File: config.mk
export PLATFORM = sky130hd
export DESIGN_NAME = motor_pwm_driver
export DESIGN_NICKNAME = d
export VERILOG_FILES = /design/src/rtl/motor_pwm_driver.sv
export SDC_FILE = /design/constraint.sdc
export NUM_CORES = 1
export LEC_CHECK = 0
export BUFFER_PORTS_ARGS = -buffer_cell sky130_fd_sc_hd__buf_2
export CAP_MARGIN = 15
export CORE_MARGIN = 2
export CORE_UTILIZATION = 30
export CTS_BUF_LIST = sky130_fd_sc_hd__clkbuf_4 sky130_fd_sc_hd__clkbuf_8
export DETAILED_ROUTE_END_ITERATION = 10
export GPL_TIMING_DRIVEN = 0
export PLACE_DENSITY = 0.52
export SLEW_MARGIN = 20
export SYNTH_ARGS = -nofsm -noshare
export SYNTH_HDL_FRONTEND = slang
export SYNTH_SLANG_ARGS = --single-unit
File: constraint.sdc
create_clock -name clkus -period 3.3 [get_ports clkus]
set_clock_uncertainty 0.2 [all_clocks]
set_input_delay 0 -clock clkus [delete_from_list [all_inputs] [get_ports clkus]]
set_output_delay 0 -clock clkus [all_outputs]
set_load 0.01 [all_outputs]
File: src/rtl/motor_pwm_driver.sv
// H-bridge PWM driver: turns a 2-bit motor command into IN1/IN2 drive with a
// per-period soft-start duty ramp and a forced coast interval on reversals.
module motor_pwm_driver #(
  parameter int unsigned PWM_PERIOD = 1000,
  parameter int unsigned DUTY_MAX   = 700,
  parameter int unsigned RAMP_STEP  = 10,
  parameter int unsigned DEADTIME   = 2000
) (
  input  logic       clkus,
  input  logic       rst,
  input  logic [1:0] motor,
  output logic       in1,
  output logic       in2,
  output logic       ramp_done,
  output logic       dead_active
);

  typedef enum logic [2:0] {
    S_IDLE,
    S_FWD,
    S_REV,
    S_BRAKE,
    S_DEAD
  } state_t;

  localparam logic [15:0] PCNT_LAST = 16'(PWM_PERIOD - 1);
  localparam logic [15:0] DUTY_SAT  = 16'(DUTY_MAX);
  localparam logic [15:0] DEAD_LOAD = 16'(DEADTIME - 1);
  localparam logic [16:0] STEP_W    = 17'(RAMP_STEP);
  localparam logic [16:0] DUTY_W    = 17'(DUTY_MAX);

  state_t      state_q, state_d;
  logic [15:0] pcnt_q, pcnt_d;
  logic [15:0] duty_q, duty_d;
  logic [15:0] dcnt_q, dcnt_d;
  logic        in1_q, in1_d;
  logic        in2_q, in2_d;
  logic        ramp_done_q, ramp_done_d;
  logic        dead_active_q, dead_active_d;

  logic        wrap;
  logic [16:0] duty_sum;
  logic        driving_d;

  assign wrap     = (pcnt_q == PCNT_LAST);
  assign duty_sum = {1'b0, duty_q} + STEP_W;

  always_comb begin
    state_d = state_q;
    case (state_q)
      S_IDLE: begin
        case (motor)
          2'b01:   state_d = S_FWD;
          2'b10:   state_d = S_REV;
          2'b11:   state_d = S_BRAKE;
          default: state_d = S_IDLE;
        endcase
      end
      S_FWD: begin
        case (motor)
          2'b00:   state_d = S_IDLE;
          2'b10:   state_d = S_DEAD;
          2'b11:   state_d = S_BRAKE;
          default: state_d = S_FWD;
        endcase
      end
      S_REV: begin
        case (motor)
          2'b00:   state_d = S_IDLE;
          2'b01:   state_d = S_DEAD;
          2'b11:   state_d = S_BRAKE;
          default: state_d = S_REV;
        endcase
      end
      S_BRAKE: begin
        case (motor)
          2'b00:   state_d = S_IDLE;
          2'b01:   state_d = S_FWD;
          2'b10:   state_d = S_REV;
          default: state_d = S_BRAKE;
        endcase
      end
      S_DEAD: begin
        // Any non-coast command, even back to the original direction, waits out the full interval
        if (motor == 2'b00) begin
          state_d = S_IDLE;
        end else if (dcnt_q == 16'd0) begin
          case (motor)
            2'b01:   state_d = S_FWD;
            2'b10:   state_d = S_REV;
            default: state_d = S_BRAKE;
          endcase
        end
      end
      default: state_d = S_IDLE;
    endcase
  end

  always_comb begin
    pcnt_d    = wrap ? 16'd0 : pcnt_q + 16'd1;
    driving_d = (state_d == S_FWD) || (state_d == S_REV);

    dcnt_d = 16'd0;
    if (state_d == S_DEAD) begin
      dcnt_d = (state_q == S_DEAD) ? dcnt_q - 16'd1 : DEAD_LOAD;
    end

    // Entering a drive state from anywhere restarts the ramp from zero
    duty_d = 16'd0;
    if (driving_d && (state_d == state_q)) begin
      if (wrap) begin
        duty_d = (duty_sum > DUTY_W) ? DUTY_SAT : duty_sum[15:0];
      end else begin
        duty_d = duty_q;
      end
    end

    in1_d         = ((state_q == S_FWD) && (pcnt_q < duty_q)) || (state_q == S_BRAKE);
    in2_d         = ((state_q == S_REV) && (pcnt_q < duty_q)) || (state_q == S_BRAKE);
    ramp_done_d   = ((state_q == S_FWD) || (state_q == S_REV)) && (duty_q == DUTY_SAT);
    dead_active_d = (state_q == S_DEAD);
  end

  always_ff @(posedge clkus or negedge rst) begin
    if (!rst) begin
      state_q       <= S_IDLE;
      pcnt_q        <= 16'd0;
      duty_q        <= 16'd0;
      dcnt_q        <= 16'd0;
      in1_q         <= 1'b0;
      in2_q         <= 1'b0;
      ramp_done_q   <= 1'b0;
      dead_active_q <= 1'b0;
    end else begin
      state_q       <= state_d;
      pcnt_q        <= pcnt_d;
      duty_q        <= duty_d;
      dcnt_q        <= dcnt_d;
      in1_q         <= in1_d;
      in2_q         <= in2_d;
      ramp_done_q   <= ramp_done_d;
      dead_active_q <= dead_active_d;
    end
  end

  assign in1         = in1_q;
  assign in2         = in2_q;
  assign ramp_done   = ramp_done_q;
  assign dead_active = dead_active_q;

endmodule
==> summary.log <==
[floorplan] Die Y 107 µm
[logic_synthesis] Syn Std Cell Area 3200 µm²
[clock_network] clock tree from TritonCTS done
[floorplan] number of cell rows 37
[global_route] number of global-route vias before repair 2,517
[global_route] number of antenna violations at the first check in global routing 0
[detailed_routing] final antenna-violating net count 0
[critical_path] largest delay contributor family on the critical path simple AND/OR/NAND/NOR gates
[critical_path] endpoint of the most critical register-to-register path state_q[1]
[placement] dpl hpwl 5.12 mm
[critical_path] Data required, critical path 3350 ps
[critical_path] delay contributed by the slowest stage of the critical path 540 ps
[timing] unrepaired setup endpoints after global routing no
[cells_and_area] highest-count cells in the layout ignoring fill and taps 54 x dfrtp_1, 30 x nor2_1, 28 x nand2_1, 25 x nor3_1, 22 x a21oi_1
[global_route] global router's overall resource usage 13.7%
[critical_path] Worst Path Buf+Inv 1
[timing] shortest period the worst path allows 2930 ps
[global_route] remaining global-route overflow 0
[logic_synthesis] number of synthesized register bits 54
[power_and_ir_drop] Switching Power 0.427 mW
[power_and_ir_drop] Leakage 1.51 nW
[critical_path] CP max stage cell or3b_2
[timing] fmax 0.341 GHz
[clock_network] number of sinks on the clock net 54
[critical_path] highest fanout seen on the critical path 4
[detailed_routing] total number of vias 2,516
[floorplan] Floorplan Core Area 10,300 µm²
[clock_network] CTS H-Tree Depth 2
[logic_synthesis] number of warnings issued by yosys 0
[run] number of maximum-capacitance violations 0
[placement] final estimated routing congestion in global placement 0.819
[cells_and_area] Antenna Cells 0
[critical_path] Critical Path Start Type flop
[clock_network] Worst-path clk slew 120 ps
[cells_and_area] layout cells sized above 1 8.61%
[clock_network] Root Buffer clkbuf_8
[critical_path] kind of end point of the critical path flop
[power_and_ir_drop] sw frac 30.7%
[placement] number of input and output port buffers inserted 7
[logic_synthesis] part of the Yosys area used for sequential elements 42.2%
[global_route] largest net degree at the start of global routing 55
[logic_synthesis] synthesized area per cell 9.39 µm²
[logic_synthesis] post-synth net total 363
[critical_path] reg-to-reg critical path startpoint dcnt_q[9]
[logic_synthesis] count of flip-flops with a built-in enable after synthesis 0
[logic_synthesis] fraction of registers with async set or reset after synthesis 100%
[floorplan] die area 11,500 µm²
[critical_path] CP Cell Sequence nor4_1 > nand4b_1 > or3b_2 > o21ai_0 > o2bb2ai_1 > and2_1 > dlygate4sd3_1
[clock_network] TritonCTS buffer count 5
[timing] Hold Vio Cnt, Final 0
[worst_hold_path] worst hold path class input pin to asynchronous set/reset pin
[timing] number of pins with negative max-slew slack in the final report 0
[critical_path] critical path class flop to flop
[timing] # setup viols final 0
[power_and_ir_drop] part of the total power dissipated in combinational logic 19.4%
[logic_synthesis] most common flop cell mapped by yosys dfrtp_1
[cells_and_area] fillcell total 1,058
[logic_synthesis] number of cells produced by synthesis 341
[timing] final worst path period share 88.8%
[detailed_routing] average detailed-routed wire length per instance 14.5 µm
[detailed_routing] vias per std cell 5.07
[cells_and_area] most common library cell in the layout ignoring fill and taps dfrtp_1
[power_and_ir_drop] total power per unit cell area 392 nW/µm²
[critical_path] depth of the most critical reg-to-reg path 7
[floorplan] width of the chip 107 µm
[clock_network] Worst-Skew Late Latency 310 ps
[timing] Worst Tran Pin Value 763 ps
[cells_and_area] nets@finish 381
[detailed_routing] violation count after the first detailed-routing iteration 150
[timing] worst max-slew margin expressed relative to the limit 47.8%
[cells_and_area] Syn-to-layout area delta 10.8%
[power_and_ir_drop] internal power summed over all cells 0.965 mW
[floorplan] initial cell density of the core 31.0%
[critical_path] worst setup slack for register-to-register paths 370 ps
[run_status] outcome finished clean
[detailed_routing] drt pass-1 iters 5
[power_and_ir_drop] proportion of power drawn by the clock network 29.3%
[clock_network] clock tree buffer depth 2
[detailed_routing] DR DRC count 0
[timing] final hold slack 79.9 ps
[floorplan] # IOs 8
[logic_synthesis] number of different library cells in the post-synthesis netlist 56
[cells_and_area] fraction of the core area covered by cells at the end of the flow 34.4%
[detailed_routing] Detailed Route WL 7.19 mm
[power_and_ir_drop] sequential power share 51.3%
[clock_network] Post CTS Setup Buffer Count 0
[power_and_ir_drop] IR Drop Worst-Case VDD 0.191 mV
[critical_path] worst endpoint data arrival time 2980 ps
[timing] final sum of negative setup slack 0 ps
[global_route] wire length of the first global-routing pass 12.6 mm
[worst register-to-register path: stages (launching register included)]
cell and delay (ps):
dfrtp_1 420, nor4_1 480, nand4b_1 250, or3b_2 540, o21ai_0 180, o2bb2ai_1 130
and2_1 130, dlygate4sd3_1 540
[flip-flops by register name, indices dropped and copies added, names as in the netlist]
name	flops
dcnt_q	16
dead_active	1
duty_q	15
in1	1
in2	1
pcnt_q	16
ramp_done	1
state_q	3
[cell usage after synthesis (8+ instances only)]
cell type	count	area [µm²]
nor3_1	25	125
ha_1	18	225
nor2_1	30	113
nand2_1	28	105
nand3_1	11	55.1
inv_1	21	78.8
xor2_1	11	96.3
a21oi_1	22	110
nor4_1	8	50.1
xnor2_1	20	175
o21ai_0	8	40.0
dfrtp_1	54	1350
[worst max-delay path by stage]
stage,start,endpoint,slack [ps],cells after the start
floorplan,duty_q[1],duty_q[1],790,7
global placement,duty_q[1],in2,440,8
detailed placement,duty_q[1],in2,410,8
CTS,dcnt_q[9],state_q[1],370,7
global route,dcnt_q[9],state_q[1],90,7
finish,dcnt_q[9],state_q[1],370,7
[stage by stage]
stage / instances / worst slack (ps) / power, mW / instance area, µm²
6_report: 496 / 370 / 1.39 / 3550
3_3_place_gp: 484 / 441 / 0.992 / 3410
3_5_place_dp: 484 / 408 / 0.993 / 3410
4_1_cts: 496 / 372 / 1.41 / 3550
5_1_grt: 496 / 92.5 / 1.48 / 3550
2_1_floorplan: 341 / 791 / 0.927 / 3200
[power by group through the flow]
stage                     clock network (mW)  registers, mW  logic, mW
after floorplan                            0          0.724      0.203
after CTS                              0.425          0.714      0.274
after global placement                     0          0.727      0.265
after global routing                   0.455          0.719      0.309
after detailed placement                   0          0.726      0.266
final                                  0.408          0.714      0.270
[layout make-up]
cell class	instances	area [µm²]	area share (%)
Buffer	13	55.1	1.55
Clock buffer	5	68.8	1.94
Clock inverter	3	28.8	0.811
Inverter	21	78.8	2.22
Multi-Input combinational cell	253	1720	48.4
Sequential cell	54	1350	38.1
Tap cell	136	170	4.80
Timing Repair Buffer	11	77.6	2.19
[routing by layer]
| metal | part of all wire [%] | global-route usage, % | vias up |
|---|---|---|---|
| met2 | 49 | 22.5 | 42 |
| met1 | 47 | 18.9 | 1225 |
| met4 | 1.0 | 3.48 | 0 |
| li1 | - | - | 1245 |
| met5 | 0 | 0 | - |
| met3 | 3.0 | 2.42 | 4 |
[what timing repair did]
action | in CTS | in global routing
hold endpoints to repair | 56 | 0
hold buffers | 4 | 0
gates resized for setup | 0 | 0
[cells by family after synthesis]
group	after synthesis	synth area share, %
simple gates	139	23.5
compound gates	63	14.0
flops	54	42.2
buf+inv	34	4.18
xor+xnor	31	8.48
fa+ha+maj	18	7.03
mux	2	0.625
(Power assumes the default switching activity.)
